File: config.mk
export PLATFORM = sky130hd
export DESIGN_NAME = stall_ctrl
export DESIGN_NICKNAME = d
export VERILOG_FILES = /design/src/rtl/stall_ctrl_pkg.sv /design/src/rtl/stall_prio_enc.sv /design/src/rtl/stall_ctrl.sv
export SDC_FILE = /design/constraint.sdc
export NUM_CORES = 1
export LEC_CHECK = 0
export CAP_MARGIN = 15
export CORE_MARGIN = 5
export CORE_UTILIZATION = 39
export DETAILED_ROUTE_END_ITERATION = 8
export PLACE_DENSITY = 0.87
export SYNTH_ARGS = -nofsm -noshare
export SYNTH_HDL_FRONTEND = slang
export SYNTH_HIERARCHICAL = 1
export SYNTH_SLANG_ARGS = --single-unit
File: constraint.sdc
create_clock -name clk_in -period 7.11 [get_ports clk_in]
set_input_delay 1.0665 -clock clk_in [delete_from_list [all_inputs] [get_ports clk_in]]
set_output_delay 1.0665 -clock clk_in [all_outputs]
set_load 0.01 [all_outputs]
File: src/rtl/stall_ctrl_pkg.sv
// Shared types and legacy constants for the pipeline stall/flush controller.
package stall_ctrl_pkg;

  typedef enum logic [1:0] {
    ST_RUN    = 2'd0,
    ST_GSTALL = 2'd1,
    ST_HOLD   = 2'd2
  } stall_state_e;

  // Encoding compatible with the old fixed four-level, five-stage encoder.
  localparam int unsigned DefNumStages  = 5;
  localparam int unsigned StallLevelLen = $clog2(DefNumStages + 1);

  localparam logic [StallLevelLen-1:0] Stall_Null   = StallLevelLen'(0);
  localparam logic [StallLevelLen-1:0] Stall_Decode = StallLevelLen'(1);
  localparam logic [StallLevelLen-1:0] Stall_Issue  = StallLevelLen'(2);
  localparam logic [StallLevelLen-1:0] Stall_All    = StallLevelLen'(DefNumStages);

endpackage

File: src/rtl/stall_prio_enc.sv
// Highest-set-bit encoder: index of the top request, a valid flag and the
// thermometer mask covering bits 0..index.
module stall_prio_enc #(
  parameter int unsigned NumBits = 5,
  parameter int unsigned IdxW    = 3
) (
  input  logic [NumBits-1:0] req_i,
  output logic [IdxW-1:0]    idx_o,
  output logic               valid_o,
  output logic [NumBits-1:0] therm_o
);

  logic acc;

  always_comb begin
    acc     = 1'b0;
    idx_o   = '0;
    therm_o = '0;
    for (int i = NumBits - 1; i >= 0; i--) begin
      acc        = acc | req_i[i];
      therm_o[i] = acc;
    end
    for (int i = 0; i < NumBits; i++) begin
      if (req_i[i]) idx_o = IdxW'(i);
    end
    valid_o = |req_i;
  end

endmodule

File: src/rtl/stall_ctrl.sv
// Pipeline stall/flush controller: per-stage stall, bubble and flush masks.
// Define STALL_PERF_EN to build the saturating stall/flush counters.
module stall_ctrl
  import stall_ctrl_pkg::*;
#(
  parameter int unsigned NUM_STAGES = 5,
  parameter int unsigned LVL_W      = $clog2(NUM_STAGES + 1),
  parameter int unsigned IO_HOLD    = 2,
  parameter int unsigned CNT_W      = 32
) (
  input  logic                  clk_in,
  input  logic                  rst_in,
  input  logic                  rdy_in,
  input  logic                  io_buffer_full,
  input  logic [NUM_STAGES-1:0] stall_req,
  input  logic                  flush_req,
  input  logic [LVL_W-1:0]      flush_stage,
  output logic [NUM_STAGES-1:0] stall_mask,
  output logic [NUM_STAGES-1:0] bubble_mask,
  output logic [NUM_STAGES-1:0] flush_mask,
  output logic [LVL_W-1:0]      stall_level,
  output logic                  gstall,
  output logic [CNT_W-1:0]      stall_cycles,
  output logic [CNT_W-1:0]      flush_count
);

  localparam int unsigned HoldW = $clog2(IO_HOLD + 2);

  stall_state_e          state_q;
  logic [HoldW-1:0]      hold_cnt_q;
  logic                  last_io_q;
  logic                  pend_q, pend_d;
  logic [LVL_W-1:0]      pend_stage_q, pend_stage_d;

  logic                  cause, gstall_int;
  logic [LVL_W-1:0]      fstage_sat, req_stage, pend_eff, merged, issue_stage;
  logic [LVL_W-1:0]      stall_idx, flush_idx;
  logic                  stall_valid, flush_valid;
  logic [NUM_STAGES-1:0] stall_therm, flush_onehot, flush_therm;
  logic                  unused_flush_idx;

  assign cause      = ~rdy_in | io_buffer_full;
  assign gstall_int = rst_in | cause | (state_q != ST_RUN);
  assign gstall     = gstall_int;

  // The GSTALL cycle after io_buffer_full falls is the first hold cycle, so
  // HOLD itself lasts IO_HOLD-1 cycles.
  always_ff @(posedge clk_in) begin
    if (rst_in) begin
      state_q    <= ST_RUN;
      hold_cnt_q <= '0;
      last_io_q  <= 1'b0;
    end else begin
      if (cause) last_io_q <= io_buffer_full;
      unique case (state_q)
        ST_RUN: if (cause) state_q <= ST_GSTALL;
        ST_GSTALL: begin
          if (!cause) begin
            if (last_io_q && (IO_HOLD > 1)) begin
              state_q    <= ST_HOLD;
              hold_cnt_q <= HoldW'(IO_HOLD - 1);
            end else begin
              state_q <= ST_RUN;
            end
          end
        end
        ST_HOLD: begin
          if (cause) begin
            state_q    <= ST_GSTALL;
            hold_cnt_q <= '0;
          end else if (hold_cnt_q < HoldW'(2)) begin
            state_q    <= ST_RUN;
            hold_cnt_q <= '0;
          end else begin
            hold_cnt_q <= hold_cnt_q - HoldW'(1);
          end
        end
        default: state_q <= ST_RUN;
      endcase
    end
  end

  always_comb begin
    fstage_sat   = (flush_stage > LVL_W'(NUM_STAGES)) ? LVL_W'(NUM_STAGES) : flush_stage;
    req_stage    = flush_req ? fstage_sat : '0;
    pend_eff     = pend_q ? pend_stage_q : '0;
    merged       = (req_stage > pend_eff) ? req_stage : pend_eff;
    issue_stage  = gstall_int ? '0 : merged;
    flush_onehot = '0;
    if (issue_stage != '0) begin
      flush_onehot = NUM_STAGES'(1) << (issue_stage - LVL_W'(1));
    end
    pend_d       = pend_q;
    pend_stage_d = pend_stage_q;
    if (!gstall_int) begin
      pend_d       = 1'b0;
      pend_stage_d = '0;
    end else if (flush_req) begin
      pend_d       = 1'b1;
      pend_stage_d = merged;
    end
  end

  always_ff @(posedge clk_in) begin
    if (rst_in) begin
      pend_q       <= 1'b0;
      pend_stage_q <= '0;
    end else begin
      pend_q       <= pend_d;
      pend_stage_q <= pend_stage_d;
    end
  end

  stall_prio_enc #(
    .NumBits (NUM_STAGES),
    .IdxW    (LVL_W)
  ) u_stall_enc (
    .req_i   (stall_req),
    .idx_o   (stall_idx),
    .valid_o (stall_valid),
    .therm_o (stall_therm)
  );

  stall_prio_enc #(
    .NumBits (NUM_STAGES),
    .IdxW    (LVL_W)
  ) u_flush_enc (
    .req_i   (flush_onehot),
    .idx_o   (flush_idx),
    .valid_o (flush_valid),
    .therm_o (flush_therm)
  );

  assign unused_flush_idx = ^flush_idx;

  always_comb begin
    if (gstall_int) begin
      stall_mask  = '1;
      bubble_mask = '0;
      flush_mask  = '0;
      stall_level = LVL_W'(NUM_STAGES);
    end else begin
      stall_mask  = stall_therm & ~flush_therm;
      bubble_mask = (stall_therm << 1) & ~stall_therm & ~flush_therm;
      flush_mask  = flush_valid ? flush_therm : '0;
      stall_level = stall_valid ? (stall_idx + LVL_W'(1)) : LVL_W'(Stall_Null);
    end
  end

`ifdef STALL_PERF_EN
  logic [CNT_W-1:0] stall_cycles_q, flush_count_q;

  always_ff @(posedge clk_in) begin
    if (rst_in) begin
      stall_cycles_q <= '0;
      flush_count_q  <= '0;
    end else begin
      if ((|stall_mask) && (stall_cycles_q != '1)) stall_cycles_q <= stall_cycles_q + CNT_W'(1);
      if ((|flush_mask) && (flush_count_q != '1)) flush_count_q <= flush_count_q + CNT_W'(1);
    end
  end

  assign stall_cycles = stall_cycles_q;
  assign flush_count  = flush_count_q;
`else
  assign stall_cycles = '0;
  assign flush_count  = '0;
`endif

endmodule

==> results by stage, run 1 <==
GRT:
- The met1 track utilization from global routing is 0.112.
- The number of antenna violations at the first check in global routing came to 0.
- The total global routing overflow is 0.
- The first global-routing pass estimated about 4.1 mm of wire.
- The largest net degree at the start of global routing is 15.
- The via count of the first global-routing pass is 961.
- In the global route stage, met3 resource usage came out at 0.0258.
- In the global route stage, met2 resource usage came out at 0.167.
- In the global route stage, overall resource usage came out at 0.0977.
- met2 is the most crowded layer.

Finish:
- The area overhead of the layout relative to synthesis is 5.58%.
- Excluding fillers, the count of instances in the completed layout stands at 260.
- The antenna cell count is 0.
- The finished cells cover roughly 0.0015 sq mm.
- In the final design database the tool counted roughly 230 nets.
- Of the cells placed in the final design, the portion with a size suffix greater than 1 is 0.0607.
- Fill cells in the final layout number 359.
- Measured on the finished design, the core utilization comes to 0.437.

Clocking:
- The number of levels the H-tree was split into is 1.
- Buffers added to address setup during post-CTS repair amount to 0.
- In this run, CTS created clock tree buffers numbering 3.
- The clock tree from TritonCTS is yes.
- The clock latency of the later-clocked register in the worst-skew pair is 0.27 ns.
- The number of hold buffers added after CTS was 0.
- Clock-pin slew was measured on the worst setup and hold paths at around 0.060 ns.
- The number of clock sinks seen by CTS is 9.
- Counting along the longest clock path gives a buffer depth of 2.
- The cell at the root of the clock tree is sky130_fd_sc_hd__clkbuf_4.
- The number of instances resized during post-cts repair is 0.

STA:
- The clock period minus worst slack is about 5.7 ns.
- The max-slew headroom at the worst pin is 0.611.
- Timing would allow up to about 0.18 GHz.
- The largest clock skew in the final design is around 0.009 ns.
- Setup violations remaining at the end of the flow were counted as 0.
- Setup repair after global routing left no endpoint under its margin.
- The final critical-path share of the clock period is 0.799.
- At the pin with the least slew margin, the transition time is ~0.58 ns.
- The final max-slew violation count is 0.
- Adding up every negative setup slack in the final design gives 0 ns.
- The count of final hold-check violations is 0.

Power and ir drop:
- The sequential fraction of design power is 0.367.
- In this run the power density over the cells is 101 mW/mm^2.
- The internal portion of the total power is between 0.00009 and 0.0001 W.
- The cell leakage power is around 0.7 nW.
- The share of total power dissipated in combinational logic is 0.358.
- IR analysis of the VDD net gives a maximum drop of ~0.053 mV.
- Of the total power, the share spent switching nets is 0.382.
- Of the total power, the clock network draws 0.276.
- In this run the power spent charging and discharging nets is 0.0000576 W.

Place:
- After detailed placement, the total cell area comes to around 0.0015 sq mm.
- In this run the tool buffered the top-level ports with 30 buffer cells.
- The final weighted congestion in routability-driven placement is 0.832.
- Once detailed placement completed, the half-perimeter wirelength came to 2.28 mm.
- The number of placed instances, taps included, is 256.

Die:
- The die extent in y is about 70 microns.
- The floorplan step set the die width to 70.2 microns.
- The die area is slightly below 0.005 sq mm.
- In this run the count of I/O pins placed on the die edge is 96.
- For this configuration, the core starts out at a cell density of 0.414.
- After floorplanning, the core was sized to cover roughly 0.0034 sq mm.
- The initialized floorplan defines 21 standard-cell rows.

Setup path:
- The maximum net fanout on the critical path is 11.
- The category of the worst setup path capture point is an output port.
- The worst setup slack for register-to-register paths is ~5.4 ns.
- The critical path is of the input port to output port type.
- The data arrival time of the worst path is between 4 and 5 ns.
- The category of the worst setup path launch point is an input port.
- The startpoint of the worst-slack reg-to-reg timing path is pend_q.
- In this run the critical register-to-register path is captured at pend_stage_q[2].
- For the worst setup path, the data required time is approximately 6.0 ns.
- The worst register-to-register path has a depth of 6.

Synth:
- For this run, the number of Yosys warnings is 6.
- Synthesis produced a netlist whose cell count is 190.
- In this run the cell area of the synthesized design comes to 0.00141 sq mm.
- A synthesized cell averages 7.44 sq um.

Min path:
- The worst hold path depth is 2.
- The worst min-delay path class is register to register.
- The startpoint identified for the worst hold timing path is hold_cnt_q[1].
- The path with the worst hold slack has its endpoint at hold_cnt_q[1].

Status:
- The run finished with clean final reports.

Route:
- The pre-antenna-repair detailed-routing pass consisted of 4 iterations.
- In the routed layout, each cell is associated on average with a via count of approximately 4.3.
- The total via count in the routed design is about 1100.
- The residual antenna-violating net count after detailed routing is 0.
- The number of remaining DRC errors is 0.
- After detailed routing, the average wire length per cell comes to approximately 10 microns.
- After detailed routing, the total wire length is about 2.7 mm.
- The violation count after the first detailed-routing iteration is 54.

Flow run:
- The max-capacitance violation count is 0.
-- registers in the layout (all words and copies together), names as in the netlist --
signal and cells:
pend_stage_q 3, last_io_q 1, state_q 2, hold_cnt_q 2, pend_q 1
-- power by group through the flow --
stage	sequential (W)	clock, W	combinational, W
global route	0.0000556	0.0000449	0.0000599
global placement	0.0000562	0	0.0000516
CTS	0.0000552	0.0000433	0.0000528
finish	0.0000552	0.0000415	0.0000539
floorplan	0.0000550	0	0.0000671
detailed placement	0.0000564	0	0.0000525
-- layout by cell type, fill, tap and decap left out, types with 3 or more instances in the layout --
cell and count:
sky130_fd_sc_hd__clkdlybuf4s50_1 30, sky130_fd_sc_hd__nor3_1 5, sky130_fd_sc_hd__nor4_1 5, sky130_fd_sc_hd__and3_1 8
sky130_fd_sc_hd__or3_1 3, sky130_fd_sc_hd__inv_1 10, sky130_fd_sc_hd__a211oi_1 3, sky130_fd_sc_hd__nor2_1 6
sky130_fd_sc_hd__nand2b_1 6, sky130_fd_sc_hd__a21oi_1 4, sky130_fd_sc_hd__nand2_1 7, sky130_fd_sc_hd__o21ai_0 10
sky130_fd_sc_hd__conb_1 65, sky130_fd_sc_hd__a31oi_1 3, sky130_fd_sc_hd__dfxtp_1 9, sky130_fd_sc_hd__or2_1 6
sky130_fd_sc_hd__ha_1 4, sky130_fd_sc_hd__clkbuf_4 3
-- per-layer routing --
| layer | vias up | part of all wire |
|---|---|---|
| li1 | 557 | - |
| met1 | 499 | 0.40 |
| met2 | 61 | 0.47 |
| met3 | 4 | 0.12 |
| met4 | 0 | 0.015 |
| met5 | - | 0 |
-- layout make-up --
| type | count | area (sq um) | area share |
|---|---|---|---|
| timing repair buffer | 30 | 300 | 0.201 |
| multi-input combinational | 160 | 887 | 0.594 |
| tap | 46 | 57.6 | 0.0386 |
| inverter | 11 | 41.3 | 0.0277 |
| sequential | 9 | 180 | 0.121 |
| clock buffer | 4 | 26.3 | 0.0176 |
-- per-stage QoR --
step,hold slack (ns),power [W],setup WS (ns)
floorplan,0.445,0.000122,2.55
CTS,0.485,0.000151,1.45
detailed placement,0.473,0.000109,1.46
finish,0.482,0.000151,1.43
global placement,0.472,0.000108,1.61
global route,0.503,0.000160,1.20
-- worst max-delay path by stage --
stage / to / cells past startpoint / startpoint
floorplan: stall_mask[0] / 12 / flush_req
global placement: flush_mask[2] / 11 / flush_req
detailed placement: flush_mask[2] / 11 / flush_req
CTS: flush_mask[2] / 11 / flush_req
global route: flush_mask[2] / 11 / flush_req
finish: flush_mask[2] / 11 / flush_req
-- critical path: stages --
cell                              delay, ns
sky130_fd_sc_hd__clkdlybuf4s50_1       0.64
sky130_fd_sc_hd__and3b_1               0.30
sky130_fd_sc_hd__ha_1                  0.26
sky130_fd_sc_hd__and3_1                0.19
sky130_fd_sc_hd__a21oi_4               0.24
sky130_fd_sc_hd__mux2_2                0.38
sky130_fd_sc_hd__nor3_1                0.42
sky130_fd_sc_hd__or4_4                 0.25
sky130_fd_sc_hd__or2_1                 0.14
sky130_fd_sc_hd__and3_1                0.17
sky130_fd_sc_hd__clkdlybuf4s50_1       0.54
Note: power is estimated with default switching activity, not from simulation.
==> run 2, diff against run 1 <==
--- a/config.mk
+++ b/config.mk
@@ -7,9 +7,9 @@
 export LEC_CHECK = 0
 export CAP_MARGIN = 15
 export CORE_MARGIN = 5
-export CORE_UTILIZATION = 39
+export CORE_UTILIZATION = 36
 export DETAILED_ROUTE_END_ITERATION = 8
-export PLACE_DENSITY = 0.87
+export PLACE_DENSITY = 0.81
 export SYNTH_ARGS = -nofsm -noshare
 export SYNTH_HDL_FRONTEND = slang
 export SYNTH_HIERARCHICAL = 1
==> constraint.sdc (replaced) <==
create_clock -name clk_in -period 5.8 [get_ports clk_in]
set_input_delay 0.87 -clock clk_in [delete_from_list [all_inputs] [get_ports clk_in]]
set_output_delay 0.87 -clock clk_in [all_outputs]
set_load 0.01 [all_outputs]
==> results by stage, run 2 (synthesis results as in run 1) <==
Clocking:
- The clock tree from TritonCTS is yes (unchanged).
- The buffer count from post-CTS setup fixing is 0 (unchanged).
- The clock-pin slew on the worst setup and hold paths is 0.04 ns (was 0.06 ns).
- The worst-case clock buffer depth is 2 (unchanged).
- The number of clock sinks seen by CTS is 9 (unchanged).
- The number of buffers created by CTS is 3 (unchanged).
- The number of levels the H-tree was split into came to 1 (unchanged).
- The hold buffer count at cts is 0 (unchanged).
- The clock latency of the later-clocked register in the worst-skew pair was 0.23 ns (was 0.27 ns).
- The cell at the root of the clock tree is sky130_fd_sc_hd__clkbuf_8 (was sky130_fd_sc_hd__clkbuf_4).
- The number of instances resized during post-cts repair is 0 (unchanged).

Power and ir drop:
- The total power consumption of the routed design is 0.000205 W (was 0.000151 W).
- The internal power summed over all cells is 0.000135 W (was 0.0000931 W).
- The power per cell area is 134 mW/mm^2 (was 101 mW/mm^2).
- The maximum resistive drop on vdd is 0.0797 mV (was 0.0528 mV).
- The cell leakage power is 0.719 nW (was 0.705 nW).
- The net switching share of the total power is 0.338 (was 0.382).
- The net switching power is 0.0000690 W (was 0.0000576 W).
- The portion of total power attributed to combinational logic was 0.320 (was 0.358).
- The sequential fraction of design power is 0.333 (was 0.367).
- The part of the power in the clock network is 0.347 (was 0.276).

Finish:
- The number of flip-flops in the largest register is 3 (unchanged).
- The most frequent standard cell in the layout excluding fill and tap cells is sky130_fd_sc_hd__conb_1 (unchanged).
- The share of layout cells above drive strength 1 is 0.0651 (was 0.0607).
- Top flop regs: pend_stage_q: 3 flops, hold_cnt_q: 2 flops, state_q: 2 flops (unchanged).
- The area overhead of the layout relative to synthesis is 7.61% (was 5.58%).
- The post-layout instance count excluding filler cells is 263 (was 260).
- The sequential cell area in the final layout was 180 sq um (unchanged).
- The total of fill cells in the finished design is 383 (was 359).
- The number of nets in the layout came to 233 (was 232).
- The antenna cell count is 0 (unchanged).
- The post-layout instance area is 0.00152 sq mm (was 0.00149 sq mm).
- Most frequent cells in the layout: 65 x sky130_fd_sc_hd__conb_1, 30 x sky130_fd_sc_hd__clkdlybuf4s50_1, 10 x sky130_fd_sc_hd__inv_1, 10 x sky130_fd_sc_hd__o21ai_0, 9 x sky130_fd_sc_hd__dfxtp_1 (unchanged).
- The most flop-heavy register is pend_stage_q (unchanged).
- The multi-input logic area came to 887 sq um (unchanged).

STA:
- The largest clock skew in the final design was 0.00716 ns (was 0.00900 ns).
- The transition at the pin with the smallest max-transition slack came to 0.588 ns (was 0.579 ns).
- The total of endpoints with negative setup slack in the final report is 0 (unchanged).
- Derived from the worst setup path, the maximum achievable clock frequency is ~0.19 GHz.
- The smallest setup slack after layout is 0.529 ns (was 1.43 ns).
- The max-slew headroom at the worst pin was 0.605 (was 0.611).
- The final max-slew violation count is 0 (unchanged).
- The setup TNS after final layout came to 0 ns (unchanged).
- The final critical-path share of the clock period is 0.909.
- The count of final hold-check violations is 0 (unchanged).
- Setup repair after global routing missed its margin: no (unchanged).
- After layout, the minimum clock period comes to roughly 5.3 ns.

Setup path:
- The category of the worst setup path launch point is an input port (unchanged).
- The worst setup slack for register-to-register paths is 4.14 ns (was 5.40 ns).
- The category of the worst setup path capture point is an output port (unchanged).
- The worst reg-to-reg path cell count was 6 (unchanged).
- The maximum net fanout on the critical path was 11 (unchanged).
- The required time reported for the critical path endpoint was 4.93 ns (was 6.04 ns).
- The origin of the worst setup path was flush_req (unchanged).
- The data arrival time of the worst path is 4.40 ns (was 4.61 ns).
- The worst setup path category is input port to output port (unchanged).
- The capture point of the worst path is stall_mask[0] (was flush_mask[2]).
- The startpoint of the worst-slack reg-to-reg timing path was pend_q (unchanged).
- The terminus of the critical flop-to-flop path is pend_stage_q[2] (unchanged).

Place:
- The total of buffers placed on input and output ports is 30 (unchanged).
- The standard cell area after detailed placement was 0.00148 sq mm (was 0.00147 sq mm).
- The post-detailed-placement half-perimeter wirelength is 2.29 mm (was 2.28 mm).
- The final weighted congestion in routability-driven placement was 0.856 (was 0.832).
- The number of instances in the placed design is 259 (was 256).
- The setup slack at placement came to 0.550 ns (was 1.46 ns).

Route:
- The violation count after the first detailed-routing iteration was 52 (was 54).
- The post-detailed-route via-to-cell ratio is 4.21 (was 4.31).
- The residual antenna-violating net count after detailed routing is 0 (unchanged).
- The total detailed-routing wirelength is 2.64 mm (was 2.71 mm).
- The number of remaining DRC errors is 0 (unchanged).
- The total via count in the routed design came to 1108 (was 1121).
- The post-detailed-route wirelength per cell was 10.0 microns (was 10.4 microns).
- The number of detailed-routing iterations run before antenna repair is 4 (unchanged).

GRT:
- The overall global routing resource usage came to 0.0900 (was 0.0977).
- The via count of the first global-routing pass came to 904 (was 961).
- The largest net degree at the start of global routing is 15 (unchanged).
- The number of antenna violations at the first check in global routing is 0 (unchanged).
- The global-route wire length before repair came to 3.91 mm (was 4.08 mm).
- The total global routing overflow came to 0 (unchanged).

Die:
- The effective utilization at floorplan came to 0.378 (was 0.414).
- The die area was 0.00528 sq mm (was 0.00493 sq mm).
- The total I/O pin count came to 96 (unchanged).
- The die extent in y is 72.7 microns (was 70.2 microns).
- The die outline width is 72.7 microns (was 70.2 microns).
- The area of the placeable core is 0.00374 sq mm (was 0.00342 sq mm).
- The total number of placement rows came to 22 (was 21).

Flow run:
- The max-capacitance violation count is 0 (unchanged).

Status:
- Result of the run: finished clean (unchanged).

Min path:
- The worst min-delay path class is register to register (unchanged).
-- run 2: cell count changes in the layout (fill, tap and decap cells not counted) --
cell / delta
sky130_fd_sc_hd__buf_4: +1
sky130_fd_sc_hd__clkbuf_4: -3
sky130_fd_sc_hd__clkbuf_8: +3
-- run 2: stage by stage --
stage                     hold WS, ns  utilization
after global routing            0.502        0.406
after CTS                       0.483        0.406
after floorplan                 0.445            -
after global placement          0.474        0.394
final                           0.482        0.406
after detailed placement        0.478        0.394
-- run 2: worst min path at each step --
stage | from | end | cells past startpoint
6_report | hold_cnt_q[1] | hold_cnt_q[1] | 2
5_1_grt | pend_stage_q[2] | pend_stage_q[2] | 2
4_1_cts | hold_cnt_q[1] | hold_cnt_q[1] | 2
3_5_place_dp | hold_cnt_q[1] | hold_cnt_q[1] | 2
3_3_place_gp | hold_cnt_q[1] | hold_cnt_q[1] | 2
2_1_floorplan | hold_cnt_q[1] | hold_cnt_q[1] | 2
-- run 2: critical path, stage by stage --
cell,delay [ns]
sky130_fd_sc_hd__clkdlybuf4s50_1,0.64
sky130_fd_sc_hd__and3b_1,0.28
sky130_fd_sc_hd__ha_1,0.26
sky130_fd_sc_hd__and3_1,0.20
sky130_fd_sc_hd__a21oi_4,0.24
sky130_fd_sc_hd__mux2_2,0.22
sky130_fd_sc_hd__nor3_1,0.04
sky130_fd_sc_hd__buf_4,0.15
sky130_fd_sc_hd__or4_4,0.55
sky130_fd_sc_hd__or2_1,0.23
sky130_fd_sc_hd__o21ai_0,0.16
sky130_fd_sc_hd__clkdlybuf4s50_1,0.56
-- run 2: layout make-up --
cell class	instances	share of cell area
inverter	11	0.0271
multi-input combinational	160	0.583
clock buffer	4	0.0296
sequential	9	0.118
tap	48	0.0395
timing repair buffer	31	0.202
-- run 2: power groups by stage --
stage / Sequential (W) / Combinational [W] / Clock, W
floorplan: 0.0000675 / 0.0000822 / 0
global placement: 0.0000690 / 0.0000634 / 0
detailed placement: 0.0000692 / 0.0000639 / 0
CTS: 0.0000681 / 0.0000641 / 0.0000739
global route: 0.0000685 / 0.0000734 / 0.0000766
finish: 0.0000681 / 0.0000654 / 0.0000710
-- run 2: routing by layer --
| metal | share of wire | track usage | vias to the layer above |
|---|---|---|---|
| li1 | - | - | 556 |
| met1 | 0.40 | 0.114 | 484 |
| met2 | 0.46 | 0.146 | 66 |
| met3 | 0.13 | 0.0248 | 2 |
| met4 | 0.0076 | 0.0307 | 0 |
| met5 | 0 | 0 | - |
==> run 3, diff against run 2 <==
--- a/config.mk
+++ b/config.mk
@@ -5,6 +5,7 @@
 export SDC_FILE = /design/constraint.sdc
 export NUM_CORES = 1
 export LEC_CHECK = 0
+export ABC_AREA = 1
 export CAP_MARGIN = 15
 export CORE_MARGIN = 5
 export CORE_UTILIZATION = 36
==> results by stage, run 3 <==
Finish:
- The area overhead of the layout relative to synthesis came to 8.23% (was 7.61%).
- The total of fill cells in the finished design was 423 (was 383).
- The number of nets in the layout is 262 (was 233).
- The most flop-heavy register is pend_stage_q (unchanged).
- The most frequent standard cell in the layout excluding fill and tap cells is sky130_fd_sc_hd__conb_1 (unchanged).
- The share of layout cells above drive strength 1 is 0.0820 (was 0.0651).
- Top flop regs: pend_stage_q: 3 flops, hold_cnt_q: 2 flops, state_q: 2 flops (unchanged).
- The number of flip-flops in the largest register is 3 (unchanged).
- Most frequent cells in the layout: 65 x sky130_fd_sc_hd__conb_1, 30 x sky130_fd_sc_hd__nand2_1, 30 x sky130_fd_sc_hd__clkdlybuf4s50_1, 25 x sky130_fd_sc_hd__inv_1, 20 x sky130_fd_sc_hd__nor2_1 (was 65 x sky130_fd_sc_hd__conb_1, 30 x sky130_fd_sc_hd__clkdlybuf4s50_1, 10 x sky130_fd_sc_hd__inv_1, 10 x sky130_fd_sc_hd__o21ai_0, 9 x sky130_fd_sc_hd__dfxtp_1).
- The antenna cell count is 0 (unchanged).

GRT:
- The total global routing overflow is 0 (unchanged).
- The number of antenna violations at the first check in global routing came to 0 (unchanged).
- The via count of the first global-routing pass is 1021 (was 904).
- The largest net degree at the start of global routing is 14 (was 15).
- The overall global routing resource usage came to 0.0925 (was 0.0900).
- The global-route wire length before repair is 4.04 mm (was 3.91 mm).

Power and ir drop:
- The total power consumption of the routed design was 0.000209 W (was 0.000205 W).
- The maximum resistive drop on vdd came to 0.135 mV (was 0.0797 mV).
- The power per cell area came to 138 mW/mm^2 (was 134 mW/mm^2).
- The cell leakage power is 0.806 nW (was 0.719 nW).

Clocking:
- The number of instances resized during post-cts repair was 0 (unchanged).
- The buffer count from post-CTS setup fixing is 0 (unchanged).
- The number of buffers created by CTS is 3 (unchanged).
- The clock-pin slew on the worst setup and hold paths is 0.04 ns (about the same).
- The clock latency of the later-clocked register in the worst-skew pair was 0.23 ns (about the same).
- The number of clock sinks seen by CTS was 9 (unchanged).
- The cell at the root of the clock tree is sky130_fd_sc_hd__clkbuf_8 (unchanged).
- The hold buffer count at cts came to 0 (unchanged).
- The clock tree from TritonCTS is yes (unchanged).
- The number of levels the H-tree was split into is 1 (unchanged).
- The worst-case clock buffer depth is 2 (unchanged).

Setup path:
- The maximum net fanout on the critical path is 7 (was 11).
- The worst setup path category is input port to output port (unchanged).
- The data arrival time of the worst path was 3.99 ns (was 4.40 ns).
- The category of the worst setup path capture point is an output port (unchanged).
- The category of the worst setup path launch point was an input port (unchanged).
- The required time reported for the critical path endpoint is 4.93 ns (about the same).

Flow run:
- The max-capacitance violation count is 0 (unchanged).

Place:
- The total of buffers placed on input and output ports is 30 (unchanged).
- The post-detailed-placement half-perimeter wirelength is 2.40 mm (was 2.29 mm).
- The final weighted congestion in routability-driven placement is 0.847 (was 0.856).

Route:
- The total detailed-routing wirelength came to 2.72 mm (was 2.64 mm).
- The uppermost layer routed is met3 (was met4).
- The post-detailed-route via-to-cell ratio is 4.01 (was 4.21).
- The number of detailed-routing iterations run before antenna repair is 6 (was 4).
- The post-detailed-route wirelength per cell is 9.31 microns (was 10.0 microns).
- The violation count after the first detailed-routing iteration is 17 (was 52).
- The number of remaining DRC errors is 0 (unchanged).
- The met2 routed wirelength was 1.50 mm (was 1.22 mm).
- The residual antenna-violating net count after detailed routing is 0 (unchanged).
- The met3 wire length came to 313 microns (was 341 microns).
- The total via count in the routed design was 1170 (was 1108).
- The routed length on met1 is 901 microns (was 1.06 mm).

STA:
- The total of endpoints with negative setup slack in the final report is 0 (unchanged).
- The final max-slew violation count was 0 (unchanged).
- The highest achievable clock rate is 0.206 GHz (was 0.190 GHz).
- The minimum hold slack was 0.456 ns (was 0.482 ns).
- The clock period minus worst slack is 4.86 ns (was 5.27 ns).
- The final critical-path share of the clock period is 0.838 (was 0.909).
- The count of final hold-check violations was 0 (unchanged).
- The largest clock skew in the final design was 0.00168 ns (was 0.00716 ns).
- Setup repair after global routing missed its margin: no (unchanged).
- The setup TNS after final layout is 0 ns (unchanged).

Min path:
- The worst min-delay path class is register to register (unchanged).

Die:
- The total I/O pin count was 96 (unchanged).
- The total number of placement rows is 22 (unchanged).
- The area of the placeable core was 0.00372 sq mm (was 0.00374 sq mm).
- The effective utilization at floorplan came to 0.376 (was 0.378).
- The die extent in y is 72.3 microns (was 72.7 microns).
- The die area is 0.00523 sq mm (was 0.00528 sq mm).
- The die outline width was 72.3 microns (was 72.7 microns).

Synth:
- The post-synthesis area per instance is 6.45 sq um (was 7.44 sq um).
- The number of synthesis warnings is 6 (unchanged).
- The number of instances in the synthesized netlist came to 217 (was 190).
- The area of the mapped netlist is 0.00140 sq mm (was 0.00141 sq mm).

Status:
- Result of the run: finished clean (unchanged).
## run 3: layer usage
layer	vias up	global-route usage
met4	0	0.0188
met3	0	0.0305
met1	526	0.0882
li1	594	-
met5	-	0
met2	50	0.188
## run 3: path summary, 6_finish.rpt
check / from / end / slack, ns / depth (start not counted)
hold reg to reg: last_io_q / last_io_q / 0.46 / 2
hold / removal: last_io_q / last_io_q / 0.46 / 2
setup reg to reg: pend_q / pend_stage_q[0] / 4.15 / 8
setup / recovery: flush_req / flush_mask[2] / 0.94 / 14
## run 3: metrics by stage
step | utilization | cells | setup WS, ns | cell area, sq um
after floorplan | - | 281 | 2.34 | 1640
after global placement | 0.395 | 288 | 1.12 | 1470
after detailed placement | 0.395 | 288 | 0.935 | 1470
after CTS | 0.407 | 292 | 0.941 | 1510
after global routing | 0.407 | 292 | 0.756 | 1510
final | 0.407 | 292 | 0.942 | 1510
## run 3: layout make-up
| cell class | instances | area [sq um] | area share |
|---|---|---|---|
| repair buffers | 30 | 300 | 0.198 |
| clock buffers | 4 | 45.0 | 0.0298 |
| flip-flops and latches | 9 | 180 | 0.119 |
| multi-input cells | 171 | 816 | 0.539 |
| inverters | 30 | 113 | 0.0744 |
| well taps | 48 | 60.1 | 0.0397 |
## run 3: critical path, stage by stage
cell,delay (ns)
sky130_fd_sc_hd__clkdlybuf4s50_1,0.60
sky130_fd_sc_hd__inv_2,0.10
sky130_fd_sc_hd__nor2_4,0.14
sky130_fd_sc_hd__ha_1,0.26
sky130_fd_sc_hd__nand3_1,0.20
sky130_fd_sc_hd__nand2_2,0.11
sky130_fd_sc_hd__nand2_2,0.08
sky130_fd_sc_hd__nand2_2,0.08
sky130_fd_sc_hd__nor3_1,0.41
sky130_fd_sc_hd__inv_1,0.18
sky130_fd_sc_hd__nand3_1,0.20
sky130_fd_sc_hd__nand2_1,0.08
sky130_fd_sc_hd__nor2_1,0.11
sky130_fd_sc_hd__clkdlybuf4s50_1,0.57
## run 3: power by group
group          internal, W  leakage, nW  switching [W]
clock            0.0000478       0.0228      0.0000236
sequential       0.0000652       0.0741     0.00000196
combinational    0.0000216        0.709      0.0000490
